## src/rtl/execute_stage_pkg.sv

```systemverilog
// rtl/execute_stage_pkg.sv - shared encodings for decode and execute stages
package execute_stage_pkg;

    localparam int XLEN = 32;

    typedef enum logic [2:0] {
        ALU_AND  = 3'b000,
        ALU_OR   = 3'b001,
        ALU_ADD  = 3'b010,
        ALU_XOR  = 3'b011,
        ALU_XNOR = 3'b100,
        ALU_SUB  = 3'b101,
        ALU_SLT  = 3'b110,
        ALU_LUI  = 3'b111
    } alu_op_t;

    // Code 11 is unused by decode and falls back to the register operand.
    typedef enum logic [1:0] {
        SRCB_REG       = 2'b00,
        SRCB_SIGNIMM   = 2'b01,
        SRCB_UNSIGNIMM = 2'b10,
        SRCB_RSVD      = 2'b11
    } alusrc_t;

    typedef enum logic [1:0] {
        FWD_REG     = 2'b00,
        FWD_RESULTW = 2'b01,
        FWD_ALUOUTM = 2'b10,
        FWD_RSVD    = 2'b11
    } fwd_sel_t;

    typedef enum logic [2:0] {
        WB_ALU   = 3'b000,
        WB_MEM   = 3'b001,
        WB_PCP4  = 3'b010,
        WB_HI    = 3'b011,
        WB_LO    = 3'b100
    } wbsrc_t;

    typedef enum logic {
        MULT_IDLE = 1'b0,
        MULT_RUN  = 1'b1
    } mult_state_t;

endpackage

```

## src/rtl/execute_stage_mult_iter.sv

```systemverilog
// rtl/execute_stage_mult_iter.sv - radix-2 iterative multiplier owning HI/LO
module mult_iter
    import execute_stage_pkg::*;
#(
    parameter int WIDTH       = 32,
    parameter int MULT_CYCLES = 32
) (
    input  logic             clk,
    input  logic             reset,
    input  logic             start,
    input  logic             sgn,
    input  logic [WIDTH-1:0] a,
    input  logic [WIDTH-1:0] b,
    output logic             busy,
    output logic [WIDTH-1:0] hi,
    output logic [WIDTH-1:0] lo
);

    localparam int CW = (MULT_CYCLES > 1) ? $clog2(MULT_CYCLES) : 1;

    mult_state_t          state;
    mult_state_t          state_next;
    logic [CW-1:0]        cnt;
    logic [2*WIDTH-1:0]   acc;
    logic [2*WIDTH-1:0]   mcand;
    logic [2*WIDTH-1:0]   acc_next;
    logic [2*WIDTH-1:0]   product;
    logic [WIDTH:0]       mplier;
    logic [WIDTH:0]       mag_a;
    logic [WIDTH:0]       mag_b;
    logic                 neg;
    logic                 last;

    // 33-bit magnitudes keep -2^31 representable as a positive value.
    always_comb begin
        mag_a    = (sgn && a[WIDTH-1]) ? -{1'b1, a} : {1'b0, a};
        mag_b    = (sgn && b[WIDTH-1]) ? -{1'b1, b} : {1'b0, b};
        acc_next = mplier[0] ? (acc + mcand) : acc;
        product  = neg ? -acc_next : acc_next;
        last     = (state == MULT_RUN) && (cnt == CW'(MULT_CYCLES - 1));
        busy     = (state == MULT_RUN);
    end

    always_comb begin
        state_next = state;
        case (state)
            MULT_IDLE: if (start) state_next = MULT_RUN;
            MULT_RUN:  if (last)  state_next = MULT_IDLE;
            default:   state_next = MULT_IDLE;
        endcase
    end

    always_ff @(posedge clk or negedge reset) begin
        if (!reset) state <= MULT_IDLE;
        else        state <= state_next;
    end

    always_ff @(posedge clk or negedge reset) begin
        if (!reset) begin
            acc    <= '0;
            mcand  <= '0;
            mplier <= '0;
            cnt    <= '0;
            neg    <= 1'b0;
            hi     <= '0;
            lo     <= '0;
        end else if (state == MULT_IDLE) begin
            if (start) begin
                acc    <= '0;
                mcand  <= {{(WIDTH-1){1'b0}}, mag_a};
                mplier <= mag_b;
                cnt    <= '0;
                neg    <= sgn & (a[WIDTH-1] ^ b[WIDTH-1]);
            end
        end else begin
            acc    <= acc_next;
            mcand  <= mcand << 1;
            mplier <= mplier >> 1;
            cnt    <= cnt + CW'(1);
            if (last) {hi, lo} <= product;
        end
    end

endmodule

```

## src/rtl/execute_stage.sv

```systemverilog
// rtl/execute_stage.sv - MIPS execute stage: D->E register, forwarding, ALU, multiplier
module execute_stage
    import execute_stage_pkg::*;
#(
    parameter int WIDTH       = 32,
    parameter int MULT_CYCLES = 32
) (
    input  logic             clk,
    input  logic             reset,
    input  logic             stallE,
    input  logic             flushE,
    input  logic             regwriteD,
    input  logic             memwriteD,
    input  logic             regdstD,
    input  logic             multstartD,
    input  logic             multsgnD,
    input  logic [2:0]       wbsrcD,
    input  logic [2:0]       alucontrolD,
    input  logic [1:0]       alusrcD,
    input  logic [WIDTH-1:0] rd1D,
    input  logic [WIDTH-1:0] rd2D,
    input  logic [WIDTH-1:0] signimmD,
    input  logic [WIDTH-1:0] unsignimmD,
    input  logic [WIDTH-1:0] pcplus4D,
    input  logic [4:0]       rsD,
    input  logic [4:0]       rtD,
    input  logic [4:0]       reD,
    input  logic [1:0]       forwardAE,
    input  logic [1:0]       forwardBE,
    input  logic [WIDTH-1:0] resultW,
    input  logic [WIDTH-1:0] aluoutM,
    output logic             regwriteE,
    output logic             memwriteE,
    output logic [2:0]       wbsrcE,
    output logic [WIDTH-1:0] aluoutE,
    output logic [WIDTH-1:0] writedataE,
    output logic [WIDTH-1:0] pcplus4E,
    output logic [4:0]       writeregE,
    output logic [4:0]       rsE,
    output logic [4:0]       rtE,
    output logic [WIDTH-1:0] hiE,
    output logic [WIDTH-1:0] loE,
    output logic             multbusyE
);

    logic             regdst_q;
    logic             multstart_q;
    logic             multsgn_q;
    alu_op_t          alucontrol_q;
    alusrc_t          alusrc_q;
    logic [WIDTH-1:0] rd1_q;
    logic [WIDTH-1:0] rd2_q;
    logic [WIDTH-1:0] signimm_q;
    logic [WIDTH-1:0] unsignimm_q;
    logic [4:0]       re_q;

    logic [WIDTH-1:0] srca;
    logic [WIDTH-1:0] srcb_fwd;
    logic [WIDTH-1:0] srcb;

    always_ff @(posedge clk or negedge reset) begin
        if (!reset) begin
            regwriteE    <= 1'b0;
            memwriteE    <= 1'b0;
            regdst_q     <= 1'b0;
            multstart_q  <= 1'b0;
            multsgn_q    <= 1'b0;
            wbsrcE       <= '0;
            alucontrol_q <= ALU_AND;
            alusrc_q     <= SRCB_REG;
            rd1_q        <= '0;
            rd2_q        <= '0;
            signimm_q    <= '0;
            unsignimm_q  <= '0;
            pcplus4E     <= '0;
            rsE          <= '0;
            rtE          <= '0;
            re_q         <= '0;
        end else if (flushE) begin
            regwriteE    <= 1'b0;
            memwriteE    <= 1'b0;
            regdst_q     <= 1'b0;
            multstart_q  <= 1'b0;
            multsgn_q    <= 1'b0;
            wbsrcE       <= '0;
            alucontrol_q <= ALU_AND;
            alusrc_q     <= SRCB_REG;
            rd1_q        <= '0;
            rd2_q        <= '0;
            signimm_q    <= '0;
            unsignimm_q  <= '0;
            pcplus4E     <= '0;
            rsE          <= '0;
            rtE          <= '0;
            re_q         <= '0;
        end else if (!stallE) begin
            regwriteE    <= regwriteD;
            memwriteE    <= memwriteD;
            regdst_q     <= regdstD;
            multstart_q  <= multstartD;
            multsgn_q    <= multsgnD;
            wbsrcE       <= wbsrcD;
            alucontrol_q <= alu_op_t'(alucontrolD);
            alusrc_q     <= alusrc_t'(alusrcD);
            rd1_q        <= rd1D;
            rd2_q        <= rd2D;
            signimm_q    <= signimmD;
            unsignimm_q  <= unsignimmD;
            pcplus4E     <= pcplus4D;
            rsE          <= rsD;
            rtE          <= rtD;
            re_q         <= reD;
        end
    end

    always_comb begin
        srca = rd1_q;
        case (fwd_sel_t'(forwardAE))
            FWD_RESULTW: srca = resultW;
            FWD_ALUOUTM: srca = aluoutM;
            default:     srca = rd1_q;
        endcase

        srcb_fwd = rd2_q;
        case (fwd_sel_t'(forwardBE))
            FWD_RESULTW: srcb_fwd = resultW;
            FWD_ALUOUTM: srcb_fwd = aluoutM;
            default:     srcb_fwd = rd2_q;
        endcase

        srcb = srcb_fwd;
        case (alusrc_q)
            SRCB_SIGNIMM:   srcb = signimm_q;
            SRCB_UNSIGNIMM: srcb = unsignimm_q;
            default:        srcb = srcb_fwd;
        endcase
    end

    always_comb begin
        aluoutE = '0;
        case (alucontrol_q)
            ALU_AND:  aluoutE = srca & srcb;
            ALU_OR:   aluoutE = srca | srcb;
            ALU_ADD:  aluoutE = srca + srcb;
            ALU_XOR:  aluoutE = srca ^ srcb;
            ALU_XNOR: aluoutE = ~(srca ^ srcb);
            ALU_SUB:  aluoutE = srca - srcb;
            ALU_SLT:  aluoutE = {{(WIDTH-1){1'b0}}, ($signed(srca) < $signed(srcb))};
            ALU_LUI:  aluoutE = {srcb[15:0], {(WIDTH-16){1'b0}}};
            default:  aluoutE = '0;
        endcase
    end

    assign writedataE = srcb_fwd;
    assign writeregE  = regdst_q ? re_q : rtE;

    // Multiplies read the forwarded register operands, never the immediates.
    mult_iter #(
        .WIDTH       (WIDTH),
        .MULT_CYCLES (MULT_CYCLES)
    ) u_mult (
        .clk   (clk),
        .reset (reset),
        .start (multstart_q),
        .sgn   (multsgn_q),
        .a     (srca),
        .b     (srcb_fwd),
        .busy  (multbusyE),
        .hi    (hiE),
        .lo    (loE)
    );

endmodule

```

## config.mk

```make
export PLATFORM = sky130hd
export DESIGN_NAME = execute_stage
export DESIGN_NICKNAME = d
export VERILOG_FILES = /design/src/rtl/execute_stage_pkg.sv /design/src/rtl/execute_stage_mult_iter.sv /design/src/rtl/execute_stage.sv
export SDC_FILE = /design/constraint.sdc
export NUM_CORES = 1
export LEC_CHECK = 0
export ABC_CLOCK_PERIOD_IN_PS = 8500
export CAP_MARGIN = 20
export CORE_AREA = 2 2 234 352
export DETAILED_ROUTE_END_ITERATION = 16
export DIE_AREA = 0 0 236 354
export DONT_BUFFER_PORTS = 1
export SLEW_MARGIN = 20
export SYNTH_ARGS = -nofsm -noshare
export SYNTH_HDL_FRONTEND = slang
export SYNTH_SLANG_ARGS = --single-unit
```

## constraint.sdc

```tcl
create_clock -name clk -period 8.5 [get_ports clk]
set_input_delay 0.85 -clock clk [delete_from_list [all_inputs] [get_ports clk]]
set_output_delay 0.85 -clock clk [all_outputs]
set_load 0.01 [all_outputs]
```

-- Yosys cells after proc, flatten, opt, wreduce, memory -nomap -nowiden
Index checks and enable logic that the tools add are counted.
- mux-type cells: 52
- eq/ne operators: 15
- reductions and logical operators: 7
- magnitude comparators: 1
- add/subtract/negate cells: 7
- bitwise gates (word level): 7
- operator list (cell ; count):
    64-bit two-way mux ; 6
    32-bit two-way mux ; 10
    32-bit one-hot mux with 8 select lines ; 1
    32-bit one-hot mux with 2 select lines ; 3
    33-bit two-way mux ; 4
    33-bit negator ; 2
    64-bit adder ; 1
    64-bit negator ; 1
    5-bit two-way mux ; 9
    32-bit adder ; 1
    32-bit AND ; 1
    32-bit less-than comparator ; 1
    32-bit NOT ; 1
    32-bit bitwise OR ; 1
    32-bit subtractor ; 1
    32-bit XOR ; 1
    3-bit == test (second input constant) ; 4
    1-bit two-way mux ; 12
    3-bit two-way mux ; 4
    2-bit by 1-bit == test with 1-bit output (second input constant) ; 3
    2-bit == test (second input constant) ; 3
    3-bit by 2-bit == test with 1-bit output (second input constant) ; 2
    5-bit by 1-bit adder with 5-bit output (second input constant) ; 1
    5-bit == test (second input constant) ; 1
    other kinds (11) ; 15
- input bits: 260
- output and inout port bits: 181
- flip-flop bits (word level): 420
- word-level logic and storage cells: 113

-- Longest topological paths before layout
Gate-level depths: netlist of run 1.
- depth after elaboration: 6
- mapped depth: 26
- mapped depth without buffers: 22

-- By module
From an unflattened synthesis of run 1, not the netlist that was laid out.
- cell total of the unflattened synthesis: 4112
- area total of the unflattened synthesis: 32766.4 um^2
- by module, submodules not included (module ; cells an instance ; sequential area each (um^2) ; area an instance (um^2) ; instances):
    mult_iter ; 2278 ; 5805.6 ; 17687.0 ; 1
    execute_stage ; 1834 ; 4704.5 ; 15079.5 ; 1

-- Worst setup path after synthesis of run 1
OpenSTA, ideal clock, no wires.
- path type: input port to output port
- start point: input port forwardBE[0]
- end point: output port aluoutE[30]
- arrival time: 5867 ps
- data required time: 7650 ps
- slack: 1783 ps
- stages on the path: 26
- path buffers: 4
- cell sequence: inv_1 ha_1 clkbuf_1 clkbuf_1 clkbuf_1 buf_1 nand2_1 o21ai_1 inv_1 a21oi_1 ha_1 inv_1 fa_1 nor2b_1 o21ai_0 a21boi_0 o21ai_0 nor3b_1 o31ai_1 o211ai_1 a31oi_1 a221o_1 nand4_1 a211oi_1 nor3_1 a211oi_1
- elaborated cells on any way between the ends: 11
- those cells by class: add/sub (2); eq/ne (2); mux (3); bitwise (4)
- RTL lines (item ; line ; source):
    start: declaration ; execute_stage.sv:29 ; input logic [1:0] forwardBE,
    2-bit == test / 2-bit by 1-bit == test with 1-bit output (equally long branches) ; execute_stage.sv:125 ; case (fwd_sel_t'(forwardBE))
    32-bit one-hot mux with 2 select lines (*) ; execute_stage.sv:125 ;
    net writedataE[0] ; execute_stage.sv:36 ; output logic [WIDTH-1:0] writedataE,
    32-bit one-hot mux with 2 select lines (*) ; execute_stage.sv:132 ; case (alusrc_q)
    32-bit subtractor / 32-bit adder (equally long branches) ; execute_stage.sv:147, execute_stage.sv:144 ;
    32-bit one-hot mux with 8 select lines (*) ; execute_stage.sv:141 ; case (alucontrol_q)
    end: declaration ; execute_stage.sv:35 ; output logic [WIDTH-1:0] aluoutE,
The timed path passes the listed nets; every way through them passes the cells marked *.

-- Final worst setup path of run 1
- start point: input port forwardBE[1]
- end point: output port aluoutE[28]
Same word-level chain as after synthesis.

==> parameters.txt, run 1 <==
Parameter                              Value

Run status
  Run status    complete, no violations

Timing
  Unrepaired setup endpoints after global routing    false
  Final-report max-slew violation count    0
  Worst clock skew    around 0.025 ns
  Measured slew at the worst slew-check pin    ~1.5 ns
  Final number of setup-violating endpoints    0
  Final hold violations    0
  Clock period minus final worst setup slack    7.794 ns
  Final cycle utilization of the critical path    91.69%
  Post-route setup TNS    0 ns
  F_max    roughly 130 MHz
  Slew margin rel.    less than 1%

Clock network
  Setup fix buffers added after clock tree synthesis    0
  Number of sinks on the clock net    420
  Root Buffer    sky130_fd_sc_hd__clkbuf_16
  Number of clock buffers inserted by TritonCTS    46
  Clock Latency Late Sink    around 0.62 ns
  TritonCTS clock tree    built
  Maximum buffer depth of the clock tree    3
  Clk pin slew, worst setup/hold paths    around 0.060 ns
  Max H-tree Level    2

Critical path
  Max stage delay cell, worst path    sky130_fd_sc_hd__o21ai_1
  Signal arrival time at the worst endpoint    6.94 ns
  Critical path fanouts, max    23
  Startpoint kind of the worst setup timing path    primary input
  Peak per-stage delay on the critical path    around 0.85 ns
  Family with the most delay on the worst path    compound AO/OA/AOI/OAI gates
  Worst path buffer plus inverter count    1
  Data required time at the worst endpoint    7.65 ns
  Kind of critical path    primary input to output pin
  Sequence of cells on the critical path    inv_1 > ha_1 > a22oi_1 > o21ai_1 > nand2_1 > o21ai_0 > ha_1 > or3_1 > o31a_1 > a21oi_1 > a31oi_1 > o41ai_1 > a211o_1 > a21oi_1 > o41ai_1 > o21ai_0 > a211o_1
  Kind of capture point of the worst setup path    output pin

Synthesis
  Most used flip-flop cell after synthesis    sky130_fd_sc_hd__dfrtp_1
  Count of flip-flops with a built-in enable after synthesis    0
  Unique masters post-synth    100
  Share of synthesized flip-flops with an asynchronous set or reset    100.0%
  Cells after Synth    just under 4k
  Post-Synthesis Net Count    about 4.4k
  Mapped Area    about 32000 sq um
  Sequential area share after synthesis    between 30 and 40%
  Yosys warnings    0
  Post-synthesis average cell area    between 8 and 9 sq um
  Flops & latches, synth    420

Placement
  Total half-perimeter wirelength after legalization and detailed placement    roughly 100000 um
  Final estimated routing congestion in global placement    approximately 1.0
  Post-DP Area    around 33000 sq um
  PortBufs    0

Global route
  Global-route wire length before repair    about 200000 um
  Overflow after GRT    0
  Via count of the first global-routing pass    between 20k and 30k
  Number of antenna violations at the first check in global routing    1
  Total routing resource utilization after global routing    about a third
  Met1 capacity usage during global routing    30.97%
  Met2 layer usage reported by global route    between 50% and 60%
  Most utilized layer in the global route result    met2
  Met3 Usage GRT    around 7%
  Largest net degree at the start of global routing    between 200 and 250

Finish
  Post-route cell area    approximately 34000 sq um
  Count of fill cells added during filler insertion    8174
  Post-layout net count    ~4.2k
  Area added between synthesis and finish    7.523%
  Proportion of layout cells with a drive suffix above 1    around 6.3%

Die
  IO Count    about 440
  Die X    roughly 240 um
  Die H    354 um
  Initial core utilization    about 40%
  Die Footprint    roughly 84000 sq um
  Core box area    between 80000 and 90000 sq um
  Standard-cell rows    between 100 and 150

Power and ir drop
  Leakage dissipation    15.02 nW
  VDD IR-drop max    ~0.21 mV
  Power density relative to cell area    303.2 nW/um^2

Route
  Mean routed wirelength per cell    between 20 and 30 um
  Post-detailed-route count of antenna-violating nets    0
  Drt via density    about 6.2
  DRC Markers    0
  First-pass iteration count of the detailed router    6
  WL final    about 140000 um
  Iteration-0 DRC Markers    between 2k and 3k
  Total via count after detailed routing    just over 30k

Run
  Number of max-cap violations    0

Worst hold path
  Min-delay worst type    primary input to async pin
==> kinds of logic after synthesis <==
| logic type | after synthesis | synth area share, % |
|---|---|---|
| adders and majority gates | 184 | 7.269 |
| xor gates and xnor gates | 151 | 4.135 |
| buffers and inverters | 435 | 5.180 |
| DFF | 420 | 32.86 |
| and+or+nand+nor | 1266 | 17.58 |
| AOI/OAI and AO/OA | 1253 | 24.88 |
| muxes | 256 | 8.094 |
==> sequential cells by signal, indices dropped and copies added (netlist names), 2 cells and up <==
register and flops:
u_mult.acc 64, u_mult.mcand 64, u_mult.mplier 33, pcplus4E 32
rd1_q 32, rd2_q 32, signimm_q 32, u_mult.hi 32
u_mult.lo 32, unsignimm_q 32, re_q 5, rsE 5
rtE 5, u_mult.cnt 5, alucontrol_q 3, wbsrcE 3
alusrc_q 2
==> cell usage in the layout, fill, tap and decap left out, drive strengths merged, types with 24 or more instances in the layout <==
cell type,count
a22oi,65
xor2,48
a21o,45
nor4,29
nand3,51
a221o,31
a31oi,40
a211oi,33
ha,181
o22ai,44
nand4,46
nor2,459
o21ai,399
dfrtp,420
xnor2,103
or3,31
a221oi,27
inv,159
buf,63
clkbuf,60
o31ai,42
nand2,458
mux2i,238
a21oi,311
a31o,24
o21a,26
nor3,73
==> worst register-to-register path, cell delays in order, from the launching register on <==
cell	delay [ns]
sky130_fd_sc_hd__dfrtp_1	0.43
sky130_fd_sc_hd__ha_1	0.38
sky130_fd_sc_hd__and2_1	0.23
sky130_fd_sc_hd__a31oi_1	0.27
sky130_fd_sc_hd__a31oi_1	0.18
sky130_fd_sc_hd__buf_4	0.20
sky130_fd_sc_hd__a211oi_1	0.58
sky130_fd_sc_hd__o31ai_1	0.15
sky130_fd_sc_hd__xor2_1	0.16
sky130_fd_sc_hd__mux2i_1	0.69
sky130_fd_sc_hd__nand2_1	0.35
sky130_fd_sc_hd__nor4_1	0.63
sky130_fd_sc_hd__nand3_1	0.35
sky130_fd_sc_hd__o31ai_1	0.37
sky130_fd_sc_hd__xor2_1	0.17
sky130_fd_sc_hd__o21ai_0	0.08
==> metal layers <==
metal / up-vias / share of wire, %
met4: 0 / 10
met1: 14680 / 33
met5: - / 0
met2: 1396 / 50
li1: 13900 / -
met3: 477 / 6.7
==> Yosys cell counts (all sizes together) (26+ instances only) <==
cell | number | area, sq um
a211oi | 33 | 280.3
clkbuf | 217 | 814.5
mux2i | 238 | 2386
a221o | 31 | 310.3
xor2 | 48 | 420.4
xnor2 | 103 | 902.1
nor3 | 73 | 376.6
a221oi | 27 | 236.5
nand2 | 458 | 1727
o21ai | 399 | 2001
nand4 | 46 | 315.3
dfrtp | 420 | 10510
nand3 | 51 | 255.2
a21oi | 311 | 1564
a21o | 45 | 337.8
a22oi | 65 | 488.0
nor4 | 29 | 200.2
a31oi | 40 | 250.2
o31ai | 42 | 340.3
nor2 | 459 | 1723
buf | 62 | 256.5
ha | 181 | 2265
o21a | 26 | 195.2
inv | 152 | 570.6
or3 | 31 | 193.9
o22ai | 44 | 275.3
==> power by group <==
part	internal (mW)	switching [mW]
Sequential	2.46	0.616
Clock	1.25	0.921
Combinational	1.76	3.41
Total	5.47	4.95
==> path summary, 6_finish.rpt <==
kind	slack, ns	depth (start not counted)	endpoint	from
worst max-delay path	0.71	17	aluoutE[28]	forwardBE[1]
worst min-delay path	0.06	0	unsignimm_q[2]	reset
worst max register to register	3.12	15	u_mult.hi[18]	u_mult.acc[4]
worst min register to register	0.49	2	u_mult.mplier[1]	u_mult.mplier[2]
max in group asynchronous	7.16	0	u_mult.mplier[0]	reset
min in group clk	0.30	1	rsE[4]	flushE
==> stage by stage <==
stage / power, mW / util (%) / cells / setup WS, ns / hold slack, ns
2_1_floorplan: 6.570 / - / 3965 / 1.783 / 0.4418
3_3_place_gp: 8.102 / 40.61 / 4788 / 0.8262 / 0.4644
3_5_place_dp: 8.151 / 40.61 / 4788 / 0.8707 / 0.4729
4_1_cts: 10.36 / 42.68 / 4874 / 0.8820 / 0.00007760
5_1_grt: 11.01 / 42.68 / 4874 / 0.4235 / 0.03244
6_report: 10.43 / 42.69 / 4877 / 0.7061 / 0.05969
==> cell type report <==
| class | count | area [sq um] | area share (%) |
|---|---|---|---|
| sequential | 420 | 10530 | 30.61 |
| antenna | 3 | 7.507 | 0.02183 |
| tap | 1040 | 1301 | 3.784 |
| timing repair buffer | 66 | 523.0 | 1.521 |
| clock buffer | 60 | 1304 | 3.791 |
| inverter | 156 | 589.3 | 1.714 |
| multi-input combinational | 3110 | 19840 | 57.69 |
| clock inverter | 22 | 301.5 | 0.8768 |
==> what timing repair did <==
item	4_1_cts	5_1_grt
hold buffers	4	0
endpoints found under the hold margin	163	0
resized for setup	0	0
No activity file was read; power rests on OpenSTA's default activity.
==> run 2, diff against run 1 <==
Settings changed: ABC_CLOCK_PERIOD_IN_PS 8500 to 6900.
Clock period 8.5 ns to 6.9 ns, I/O delays scaled along.
==> parameters.txt, run 2 (same netlist as run 1, synthesis figures left out) <==
Parameter                              Value

Critical path
  Kind of capture point of the worst setup path    output pin
  Data required time at the worst endpoint    between 6 and 7 ns
  Sequence of cells on the critical path    inv_1 > ha_2 > buf_4 > nor2_1 > a21oi_1 > a21oi_1 > inv_1 > ha_1 > buf_4 > nor2b_1 > o21ai_0 > nand2b_1 > a21oi_1 > o31ai_2 > o211ai_1 > a31oi_2 > a221o_1 > nand4_1 > nand2_1 > a21o_1 > a211oi_1 > buf_4
  Signal arrival time at the worst endpoint    5.97 ns
  Kind of critical path    primary input to output pin
  Peak per-stage delay on the critical path    between 0.6 and 0.7 ns
  Max stage delay cell, worst path    sky130_fd_sc_hd__a21oi_1
  Critical path fanouts, max    27
  Startpoint kind of the worst setup timing path    primary input

Clock network
  Root Buffer    sky130_fd_sc_hd__clkbuf_16
  Clk pin slew, worst setup/hold paths    about 0.060 ns
  Clock Latency Late Sink    0.62 ns
  Maximum buffer depth of the clock tree    3
  Number of clock buffers inserted by TritonCTS    45
  Number of sinks on the clock net    between 400 and 500
  Max H-tree Level    2
  TritonCTS clock tree    built

Timing
  Final cycle utilization of the critical path    96.53%
  Worst-case setup margin in the final layout    approximately 0.24 ns
  Measured slew at the worst slew-check pin    ~1.6 ns
  Final hold violations    53
  Worst clock skew    approximately 0.033 ns
  Final number of setup-violating endpoints    0
  Unrepaired setup endpoints after global routing    false
  F_max    between 150 and 200 MHz
  Final hold slack    -0.1749 ns
  Final-report max-slew violation count    108
  Slew margin rel.    -3.744%
  Clock period minus final worst setup slack    ~6.7 ns

Route
  Post-detailed-route count of antenna-violating nets    0
  DRC Markers    0
  Drt via density    a little over 6
  First-pass iteration count of the detailed router    6
  WL final    133100 um
  Total via count after detailed routing    30.19k
  Iteration-0 DRC Markers    around 2.3k
  Mean routed wirelength per cell    27.02 um

Die
  Core box area    slightly above 80000 sq um
  Die X    roughly 240 um
  Die H    354 um
  Die Footprint    approximately 84000 sq um
  IO Count    roughly 440
  Initial core utilization    approximately 40%
  Standard-cell rows    128

Power and ir drop
  Leakage dissipation    approximately 15 nW
  Power density relative to cell area    around 370 nW/um^2
  VDD IR-drop max    around 0.23 mV

Global route
  Global-route wire length before repair    between 150000 and 200000 um
  Overflow after GRT    0
  Number of antenna violations at the first check in global routing    4
  Met3 Usage GRT    between 6 and 7%
  Via count of the first global-routing pass    about 30k
  Met1 capacity usage during global routing    between 20% and 30%
  Total routing resource utilization after global routing    between 30% and 40%
  Largest net degree at the start of global routing    approximately 420
  Met2 layer usage reported by global route    ~55%
  Most utilized layer in the global route result    met2

Placement
  PortBufs    0
  Post-DP Area    33120 sq um
  Final estimated routing congestion in global placement    approximately 1.1
  Inst Count DP    about 4.8k
  Total half-perimeter wirelength after legalization and detailed placement    roughly 100000 um
  Worst setup slack after placement    ~0.14 ns

Finish
  Commonest cells after routing, fill and taps aside    sky130_fd_sc_hd__nor2_1 (457), sky130_fd_sc_hd__nand2_1 (456), sky130_fd_sc_hd__dfrtp_1 (414)
  Post-route cell area    34810 sq um
  Proportion of layout cells with a drive suffix above 1    under 10%
  Commonest non-fill, non-tap cell in the layout    sky130_fd_sc_hd__nor2_1
  Registers with the highest flip-flop counts    u_mult.acc: 64 flops, u_mult.mcand: 64 flops, u_mult.mplier: 33 flops
  Post-layout net count    4290
  Post-layout instance count excluding filler cells    roughly 4.9k
  Area added between synthesis and finish    8.845%

Run status
  Violations in the final reports    hold timing, slew limit
  Run status    finished with violations

Run
  Number of max-cap violations    0

Worst hold path
  Min-delay worst type    primary input to async pin
run 2: cell types whose count changed in the layout (fill, tap and decap cells not counted), moves of 3 or more:
cell	delta
sky130_fd_sc_hd__o21ai_0	-3
sky130_fd_sc_hd__buf_4	+48
sky130_fd_sc_hd__clkbuf_8	-3
sky130_fd_sc_hd__buf_12	+3
sky130_fd_sc_hd__clkbuf_1	+3
sky130_fd_sc_hd__dlygate4sd3_1	-3
run 2: routing by layer:
| layer | part of all wire, % | up-vias |
|---|---|---|
| met5 | 0 | - |
| met4 | 11 | 0 |
| met3 | 6.0 | 452 |
| met2 | 50 | 1263 |
| met1 | 33 | 14500 |
| li1 | - | 13970 |
run 2: final timing paths:
| kind | to | depth (start not counted) | start | slack [ns] |
|---|---|---|---|---|
| worst min register to register | u_mult.mplier[10] | 2 | u_mult.mplier[11] | 0.49 |
| min in group clk | memwriteE | 1 | flushE | 0.14 |
| worst min-delay path | u_mult.mcand[43] | 0 | reset | -0.17 |
| max in group asynchronous | alucontrol_q[0] | 0 | reset | 5.76 |
| worst max-delay path | aluoutE[30] | 22 | forwardBE[0] | 0.24 |
| worst max register to register | u_mult.hi[18] | 14 | u_mult.acc[4] | 1.50 |
run 2: timing repair:
action                                  4_1_cts  5_1_grt
pin swaps                                     0        1
setup buffers                                 0        1
gates resized for setup                       1       15
endpoints found under the hold margin       420      420
endpoints found under the setup margin        1        7
run 2: through the flow:
| step | TNS, ns | total power, mW | util [%] | hold slack [ns] |
|---|---|---|---|---|
| 4_1_cts | 0 | 12.78 | 43.09 | -0.2055 |
| 5_1_grt | 0 | 13.59 | 43.21 | -0.2005 |
| 3_3_place_gp | -0.009226 | 10.04 | 41.11 | 0.4456 |
| 6_report | 0 | 12.86 | 43.21 | -0.1749 |
| 3_5_place_dp | 0 | 10.10 | 41.12 | 0.4418 |
| 2_1_floorplan | 0 | 8.093 | - | 0.3944 |
run 2: power breakdown:
group,internal (mW),switching (mW)
registers,3.03,0.781
clock network,1.53,1.12
logic,2.24,4.15
total,6.80,6.06
run 2: cell type report:
type	count	area [sq um]
fillers	8307	45750
multi-input cells	3110	19910
flip-flops and latches	420	10530
well taps	1040	1301
clock buffers	59	1249
repair buffers	113	885.9
inverters	156	589.3
clock inverters	23	341.6
diodes	4	10.01
run 2: worst max-delay path: cells and delay by family:
family	cells	cell delay (ns)
AOI/OAI and AO/OA	10	3.09
adders and majority gates	2	0.75
buffers and inverters	5	0.93
and+or+nand+nor	5	0.49
